**config.mk**
```make
export PLATFORM = sky130hd
export DESIGN_NAME = gmux_hsck_ctrl
export DESIGN_NICKNAME = d
export VERILOG_FILES = /design/src/rtl/gmux_hsck_ctrl.sv
export SDC_FILE = /design/constraint.sdc
export NUM_CORES = 1
export LEC_CHECK = 0
export BUFFER_PORTS_ARGS = -buffer_cell sky130_fd_sc_hd__buf_2
export CORE_MARGIN = 2
export CORE_UTILIZATION = 59
export DETAILED_ROUTE_END_ITERATION = 10
export PLACE_DENSITY_LB_ADDON = 0.05
export SKIP_LAST_GASP = 1
export SLEW_MARGIN = 20
export SYNTH_ARGS = -nofsm -noshare
export SYNTH_HDL_FRONTEND = slang
export SYNTH_SLANG_ARGS = --single-unit
```
**constraint.sdc**
```tcl
create_clock -name CLK -period 5.4 [get_ports CLK]
set_input_delay 0.27 -clock CLK [delete_from_list [all_inputs] [get_ports CLK]]
set_output_delay 0.27 -clock CLK [all_outputs]
set_load 0.05 [all_outputs]
```
**src/rtl/gmux_hsck_ctrl.sv**
```systemverilog
// gmux_hsck_ctrl
//   Sequencer for the quadrant enable pins of the high-speed global clock mux
//   (GMUX_HSCK). It accepts enable / disable / enter-VLP / exit-VLP commands
//   and applies timed sequences so that every quadrant enters or leaves the
//   static configuration (SSEL=1, SEN=1, DEN=0, VLP=0) without runt pulses.
//
// Ports
//   CLK        sequencer clock
//   RST        asynchronous reset, active-high
//   CMD_VALID  command valid
//   CMD_READY  sequencer can accept a command (IDLE only, low during reset)
//   CMD_OP     00=enable, 01=disable, 10=enter VLP, 11=exit VLP
//   CMD_QMASK  quadrant select, bit0=TL bit1=TR bit2=BL bit3=BR
//   SSEL       static select to the mux
//   SEN        static enable per quadrant
//   DEN        dynamic enable per quadrant
//   DYNEN      dynamic-path select per quadrant
//   VLP        very-low-power per quadrant
//   DONE       one-cycle pulse when a command completes
//   ERR        one-cycle pulse when a command is rejected
//   BUSY       high whenever the sequencer is not IDLE
//   STATE_DBG  current FSM state encoding (observation only)
//
// Handshake: a command transfers on the rising CLK edge where
// CMD_VALID && CMD_READY. CMD_READY is driven only from the FSM state (and
// reset), never from CMD_VALID. A requester keeps CMD_VALID and its payload
// stable until the transfer; while BUSY the request is simply left pending.

module gmux_hsck_ctrl #(
  parameter int SETTLE_CYC = 4,
  parameter int DRAIN_CYC  = 2,
  parameter int WAKE_CYC   = 8,
  parameter int CNT_W      = 4
) (
  input  logic             CLK,
  input  logic             RST,
  input  logic             CMD_VALID,
  output logic             CMD_READY,
  input  logic [1:0]       CMD_OP,
  input  logic [3:0]       CMD_QMASK,
  output logic             SSEL,
  output logic [3:0]       SEN,
  output logic [3:0]       DEN,
  output logic [3:0]       DYNEN,
  output logic [3:0]       VLP,
  output logic             DONE,
  output logic             ERR,
  output logic             BUSY,
  output logic [2:0]       STATE_DBG
);

  typedef enum logic [2:0] {
    S_IDLE      = 3'd0,
    S_EN_DYN    = 3'd1,
    S_EN_COMMIT = 3'd2,
    S_DIS_DRAIN = 3'd3,
    S_VLP_SET   = 3'd4,
    S_VLP_WAKE  = 3'd5,
    S_FINISH    = 3'd6
  } state_t;

  localparam logic [1:0] OP_EN      = 2'b00;
  localparam logic [1:0] OP_DIS     = 2'b01;
  localparam logic [1:0] OP_VLP_ON  = 2'b10;
  localparam logic [1:0] OP_VLP_OFF = 2'b11;

  // Wait counters are loaded with N-1 and the exit is taken on the cycle the
  // counter reads zero, so a wait of N gives exactly N cycles in the state.
  localparam logic [CNT_W-1:0] SETTLE_LD = CNT_W'(SETTLE_CYC - 1);
  localparam logic [CNT_W-1:0] DRAIN_LD  = CNT_W'(DRAIN_CYC - 1);
  localparam logic [CNT_W-1:0] WAKE_LD   = CNT_W'(WAKE_CYC - 1);
  localparam logic [CNT_W-1:0] CNT_ONE   = CNT_W'(1);
  localparam logic [CNT_W-1:0] CNT_ZERO  = '0;

  state_t           state, nxt_state;
  logic [CNT_W-1:0] cnt, nxt_cnt;
  logic [3:0]       mask, nxt_mask;
  logic             nxt_ssel;
  logic [3:0]       nxt_sen, nxt_den, nxt_dynen, nxt_vlp;
  logic             nxt_done, nxt_err;
  logic             accept;

  assign CMD_READY = (state == S_IDLE) && !RST;
  assign BUSY      = (state != S_IDLE);
  assign STATE_DBG = state;
  assign accept    = CMD_VALID && CMD_READY;

  // State and output registers.
  always_ff @(posedge CLK or posedge RST) begin
    if (RST) begin
      state <= S_IDLE;
      cnt   <= CNT_ZERO;
      mask  <= 4'h0;
      SSEL  <= 1'b0;
      SEN   <= 4'h0;
      DEN   <= 4'h0;
      DYNEN <= 4'h0;
      VLP   <= 4'hF;
      DONE  <= 1'b0;
      ERR   <= 1'b0;
    end else begin
      state <= nxt_state;
      cnt   <= nxt_cnt;
      mask  <= nxt_mask;
      SSEL  <= nxt_ssel;
      SEN   <= nxt_sen;
      DEN   <= nxt_den;
      DYNEN <= nxt_dynen;
      VLP   <= nxt_vlp;
      DONE  <= nxt_done;
      ERR   <= nxt_err;
    end
  end

  // Next-state and next-output logic.
  always_comb begin
    nxt_state = state;
    nxt_cnt   = cnt;
    nxt_mask  = mask;
    nxt_ssel  = SSEL;
    nxt_sen   = SEN;
    nxt_den   = DEN;
    nxt_dynen = DYNEN;
    nxt_vlp   = VLP;
    nxt_done  = 1'b0;
    nxt_err   = 1'b0;

    case (state)
      S_IDLE: begin
        if (accept) begin
          nxt_mask = CMD_QMASK;
          if (CMD_QMASK == 4'h0) begin
            // Empty mask: nothing to sequence, report completion directly.
            nxt_done = 1'b1;
          end else begin
            case (CMD_OP)
              OP_EN: begin
                if ((CMD_QMASK & VLP) != 4'h0) begin
                  nxt_err = 1'b1;
                end else begin
                  // Quadrants already statically enabled keep SEN and do not
                  // get DEN, so SEN and DEN are never high together.
                  nxt_den   = DEN   | (CMD_QMASK & ~SEN);
                  nxt_dynen = DYNEN | (CMD_QMASK & ~SEN);
                  nxt_cnt   = SETTLE_LD;
                  nxt_state = S_EN_DYN;
                end
              end
              OP_DIS: begin
                nxt_sen   = SEN   & ~CMD_QMASK;
                nxt_den   = DEN   & ~CMD_QMASK;
                nxt_dynen = DYNEN & ~CMD_QMASK;
                nxt_cnt   = DRAIN_LD;
                nxt_state = S_DIS_DRAIN;
              end
              OP_VLP_ON: begin
                if ((CMD_QMASK & (SEN | DEN)) != 4'h0) begin
                  nxt_err = 1'b1;
                end else begin
                  nxt_vlp   = VLP | CMD_QMASK;
                  nxt_state = S_VLP_SET;
                end
              end
              OP_VLP_OFF: begin
                nxt_vlp   = VLP & ~CMD_QMASK;
                nxt_cnt   = WAKE_LD;
                nxt_state = S_VLP_WAKE;
              end
            endcase
          end
        end
      end

      S_EN_DYN: begin
        if (cnt != CNT_ZERO) begin
          nxt_cnt = cnt - CNT_ONE;
        end else begin
          // Hand over from the dynamic path to static enable on one edge.
          nxt_sen   = SEN   | mask;
          nxt_den   = DEN   & ~mask;
          nxt_dynen = DYNEN & ~mask;
          nxt_ssel  = 1'b1;
          nxt_state = S_EN_COMMIT;
        end
      end

      S_EN_COMMIT: begin
        nxt_state = S_FINISH;
      end

      S_DIS_DRAIN: begin
        if (cnt != CNT_ZERO) begin
          nxt_cnt = cnt - CNT_ONE;
        end else begin
          // Static select is released only once no quadrant uses it.
          if (SEN == 4'h0) nxt_ssel = 1'b0;
          nxt_state = S_FINISH;
        end
      end

      S_VLP_SET: begin
        nxt_state = S_FINISH;
      end

      S_VLP_WAKE: begin
        if (cnt != CNT_ZERO) begin
          nxt_cnt = cnt - CNT_ONE;
        end else begin
          nxt_state = S_FINISH;
        end
      end

      S_FINISH: begin
        nxt_done  = 1'b1;
        nxt_state = S_IDLE;
      end

      default: begin
        nxt_state = S_IDLE;
      end
    endcase
  end

endmodule

```
## Yosys cells after proc, flatten, opt, wreduce, memory -nomap -nowiden

Index checks and enable logic that the tools add are counted.

- $add $sub $neg: 1
- Equal/unequal tests: 22
- Multiplexer cells: 46
- Bitwise operators: 18
- Reductions and logical operators: 25

Operators with widths:

| kind | number |
|---|---|
| 4-bit 2-to-1 mux | 17 |
| 4-bit one-hot mux with 2 select lines | 7 |
| 4-bit AND | 9 |
| 3-bit one-hot mux with 4 select lines | 2 |
| 4-bit OR | 5 |
| 3-bit 2-to-1 mux | 6 |
| 6-bit AND reduction | 3 |
| 2-bit inequality test (second input constant) | 7 |
| 4-bit NOT | 3 |
| 4-bit one-hot mux with 3 select lines | 1 |
| 4-bit nonzero test | 3 |
| 1-bit 2-to-1 mux | 10 |
| 5-bit AND reduction | 2 |
| 3-bit == test (second input constant) | 3 |
| 4-bit logical NOT | 2 |
| 2-bit nonzero test | 4 |
| 3-bit by 2-bit == test with 1-bit output (second input constant) | 2 |
| 3-bit inequality test (second input constant) | 2 |
| 1-bit one-hot mux with 2 select lines | 3 |
| 2-bit == test (second input constant) | 2 |
| 2-bit by 1-bit inequality test with 1-bit output (second input constant) | 2 |
| 4-bit by 1-bit inequality test with 1-bit output (second input constant) | 1 |
| 4-bit AND reduction | 1 |
| 2-bit OR reduction | 2 |
| 12 further kinds | 13 |

- Register bits: 30
- Output and inout bits: 24
- Word-level logic and storage cells: 122

## Longest topological paths before layout

- Word-level depth: 8
- Mapped depth: 7

## Least setup slack after synthesis

OpenSTA, ideal clock, no wires.

- Kind: flip-flop to flip-flop
- Start point: reg state[2], in the netlist STATE_DBG[2]
- End point: reg cnt[0]
- Library setup time: 0.125 ns
- Arrival time: 2.105 ns
- Data required time: 5.275 ns
- Slack: 3.170 ns
- Stages on the path, launching flop included: 8
- Path buffers: 2
- Cells stage by stage: dfrtp_1 -> buf_2 -> nor3_4 -> inv_2 -> a2111o_1 -> and3_1 -> buf_6 -> mux2_2

- Word-level cells in the longest chain between the ends: 5

RTL lines:

| item | line | source |
|---|---|---|
| start, declared | 75 | `state_t state, nxt_state;` |
| start signal, assigned | 102 | `state <= nxt_state;` |
| parallel branches: the longest is 5 deep, another holds 6-bit AND reduction | n/a |  |
| end signal, assigned | 103 | `cnt <= nxt_cnt;` |
| end, declared | 76 | `logic [CNT_W-1:0] cnt, nxt_cnt;` |

Parallel ways; which one is timed is not known.
A chain may end at the register's enable or synchronous reset.

## Worst setup path in the final report

- Start point: reg cnt[0]
- End point: reg DEN[0]

- Word-level cells in the longest chain between the ends: 3

RTL lines:

| item | line | source |
|---|---|---|
| 4-bit nonzero test | 175 | `if (cnt != CNT_ZERO) begin` |
| 2-bit inequality test (no line) | n/a |  |
| 6-bit AND reduction (no line) | n/a |  |
| end signal, assigned | 107 | `DEN <= nxt_den;` |
| end, declared | 43 | `output logic [3:0] DEN,` |

Every way passes these cells.

==> flow_metrics.env <==
export IMPL_synth_cells=180
export IMPL_multi_input_area_um2=856
export IMPL_relSlewSlack_pct=34.4
export IMPL_drc=0
export IMPL_cp_start_kind="flop"
export IMPL_drt_antenna_violating_nets=0
export IMPL_ys_seq_area_share_pct=44.4
export IMPL_gr_max_usage_layer="met2"
export IMPL_synthMostInstantiatedCell="dfrtp_1"
export IMPL_ios=33
export IMPL_r2r_start="cnt[0]$_DFFE_PP0P_"
export IMPL_grt_max_degree=31
export IMPL_grt_use_met2_pct=42.7
export IMPL_drt_wl_total_mm=4.20
export IMPL_synthSimpleGateAreaFrac_pct=20.2
export IMPL_syn_nets=190
export IMPL_met1_usage_pct=38.5
export IMPL_power_density_nw_per_um2=593
export IMPL_drt_iter0_drc=116
export IMPL_cts_max_level=2
export IMPL_synth_fa_ha_area_share_pct=0.736
export IMPL_fin_crit_sh_pct=42.5
export IMPL_cp_buffers_inverters=1
export IMPL_nets=219
export IMPL_status="completed"
export IMPL_synth_top_family_by_area="compound AO/OA/AOI/OAI gates"
export IMPL_row_count=19
export IMPL_yosys_most_used_dff="dfrtp_1"
export IMPL_clock_sinks=30
export IMPL_met3_usage_pct=4.91
export IMPL_n_antenna_cell=0
export IMPL_synth_mux_area_share_pct=2.58
export IMPL_hold_viol_final=0
export IMPL_rrSetupSlack_ps=3110
export IMPL_vias=1606
export IMPL_cts_tree="yes"
export IMPL_path_delay_family="simple AND/OR/NAND/NOR gates"
export IMPL_synth_area_per_cell_um2=9.45
export IMPL_vias_per_cell=6.66
export IMPL_drt_pass1_iter_count=4
export IMPL_cts_root_buf="clkbuf_4"
export IMPL_rsz0062_at_grt="false"
export IMPL_drv_slew=0
export IMPL_grt_ovfl_total=0
export IMPL_dieArea_um2=3330
export IMPL_end_kind="flop"
export IMPL_synth_xor_area_share_pct=0
export IMPL_crit_arrival_ps=2510
export IMPL_cp_slowest_cell="nor4bb_1"
export IMPL_layout_min_cycle_time_ps=2290
export IMPL_synth_distinct_cells=48
export IMPL_place_congestion=0.908
export IMPL_setup_viol=0
export IMPL_layout_area_seq_um2=756
export IMPL_clk_pin_slew_ps=110
export IMPL_worstMarginPinSlew_ps=982
export IMPL_yosys_top_cells_area="dfrtp_1 38%, dfstp_2 6.2%, a21oi_1 3.5%"
export IMPL_first_global_vias=1488
export IMPL_fillCellCount=224
export IMPL_synth_seq_cells=30
export IMPL_wl_per_cell_um=17.4
export IMPL_core_area_um2=2760
export IMPL_dp_cells=233
export IMPL_clock_tree_buffer_depth=2
export IMPL_die_x_um=57.7
export IMPL_grt_pass1_wl_mm=7.04
export IMPL_postSynth_asyncResetShare_pct=100
export IMPL_antenna_found_initial=0
export IMPL_finalNonFillerCells=241
export IMPL_postCtsSetupBuffers=0
export IMPL_critical_path_class="flop to flop"
export IMPL_drv_cap=0
export IMPL_path_cells="inv_1 > ha_1 > nor4bb_1 > o211a_1 > nand3_1 > a211o_1"
export IMPL_postCtsHoldBufs=0
export IMPL_fin_worst_skew_ps=14.2
export IMPL_synth_edf_count=0
export IMPL_p_leak_nw=0.886
export IMPL_synth_area_um2=1700
export IMPL_clock_latency_ps=330
export IMPL_yosysTopAreaCell="dfrtp_1"
export IMPL_area_growth_pct=15.2
export IMPL_cp_required_ps=5610
export IMPL_die_h_um=57.7
export IMPL_hpwl_mm=3.01
export IMPL_setup_tns_final_ps=0
export IMPL_max_freq_ghz=0.436
export IMPL_port_buffers=32
export IMPL_track_usage_pct=27.3
export IMPL_r2r_end="DEN[0]$_DFFE_PP0P_"
export IMPL_r2r_cells=6
export IMPL_hold_class="input port to async pin"
export IMPL_start_util_pct=61.7
export IMPL_yosys_area_top_type_share_pct=38.3
export IMPL_ir_drop_uv=498
export IMPL_max_stage_delay_ps=500
export IMPL_ys_warn_count=0
export IMPL_cts_buffers=5
export IMPL_cts_repair_resized=0
export IMPL_drive_gt1_share_pct=24.8
export IMPL_synth_compound_area_share_pct=26.9
export IMPL_cp_max_fo=7
export IMPL_netlist_top_cells_count="26 x dfrtp_1, 12 x a21oi_1, 12 x nand2_1, 11 x o21ai_0"
[where the power goes]
group	total (W)	switching [W]	internal, W	leakage (nW)
Sequential	0.000393	0.0000889	0.000304	0.368
Combinational	0.000531	0.000373	0.000158	0.460
Clock	0.000238	0.0000808	0.000157	0.0585
[kinds of logic (layout without fill, tap and decap cells)]
group                      Yosys count  after routing
AOI/OAI and AO/OA                   63             63
adders and majority gates            1              1
buffers and inverters               20             50
DFF                                 30             30
muxes                                4              4
and+or+nand+nor                     62             62
[cell usage in the layout, fill, tap and decap left out, types with 2 or more instances in the layout]
master,instances
a211o_1,3
a21oi_1,12
a22o_1,5
a22oi_1,2
a31oi_1,4
a41oi_1,3
and3_1,5
buf_2,32
bufinv_16,2
clkbuf_4,5
dfrtp_1,26
dfstp_2,4
inv_1,8
inv_2,2
mux2_2,3
nand2_1,12
nand2b_1,3
nand3_1,8
nor2_1,9
nor2b_1,6
nor3_1,4
nor3b_1,3
nor4_1,3
o2111ai_1,2
o21a_1,4
o21ai_0,11
o22a_1,2
o2bb2ai_1,4
o32ai_1,2
or3_1,2
[per-stage QoR]
step / instance area [um^2] / hold slack (ps) / util [%] / total power, W / setup slack (ps)
finish: 1960 / 39.1 / 71.1 / 0.00116 / 3110
global route: 1960 / 97.0 / 71.1 / 0.00122 / 2910
detailed placement: 1850 / 500 / 67.0 / 0.000922 / 3150
CTS: 1960 / 225 / 71.1 / 0.00116 / 3150
floorplan: 1700 / 353 / - / 0.000805 / 3170
global placement: 1850 / 493 / 67.0 / 0.000912 / 3170
[worst max-delay path by stage]
stage,cells past startpoint,from,slack [ps],end
CTS,6,cnt[0]$_DFFE_PP0P_,3150,DYNEN[3]$_DFFE_PP0P_
floorplan,7,STATE_DBG[2]$_DFFE_PP0P_,3170,cnt[0]$_DFFE_PP0P_
detailed placement,6,cnt[0]$_DFFE_PP0P_,3150,DEN[1]$_DFFE_PP0P_
global placement,6,cnt[0]$_DFFE_PP0P_,3170,DYNEN[3]$_DFFE_PP0P_
global route,5,STATE_DBG[0]$_DFFE_PP0P_,2910,ERR$_DFF_PP0_
finish,6,cnt[0]$_DFFE_PP0P_,3110,DEN[0]$_DFFE_PP0P_
[final cells by class]
type,instances,share of cell area [%]
tap,31,1.98
timing repair buffer,32,8.17
sequential,30,38.6
clock inverter,2,3.07
clock buffer,6,2.62
multi-input combinational,130,43.7
inverter,10,1.92
[metal layers]
| metal | wire (um) | share of wire [%] |
|---|---|---|
| met1 | 1900 | 45 |
| met2 | 1930 | 46 |
| met3 | 319 | 7.6 |
| met4 | 48 | 1.1 |
| met5 | 0 | 0 |
No activity file was read; power rests on OpenSTA's default activity.
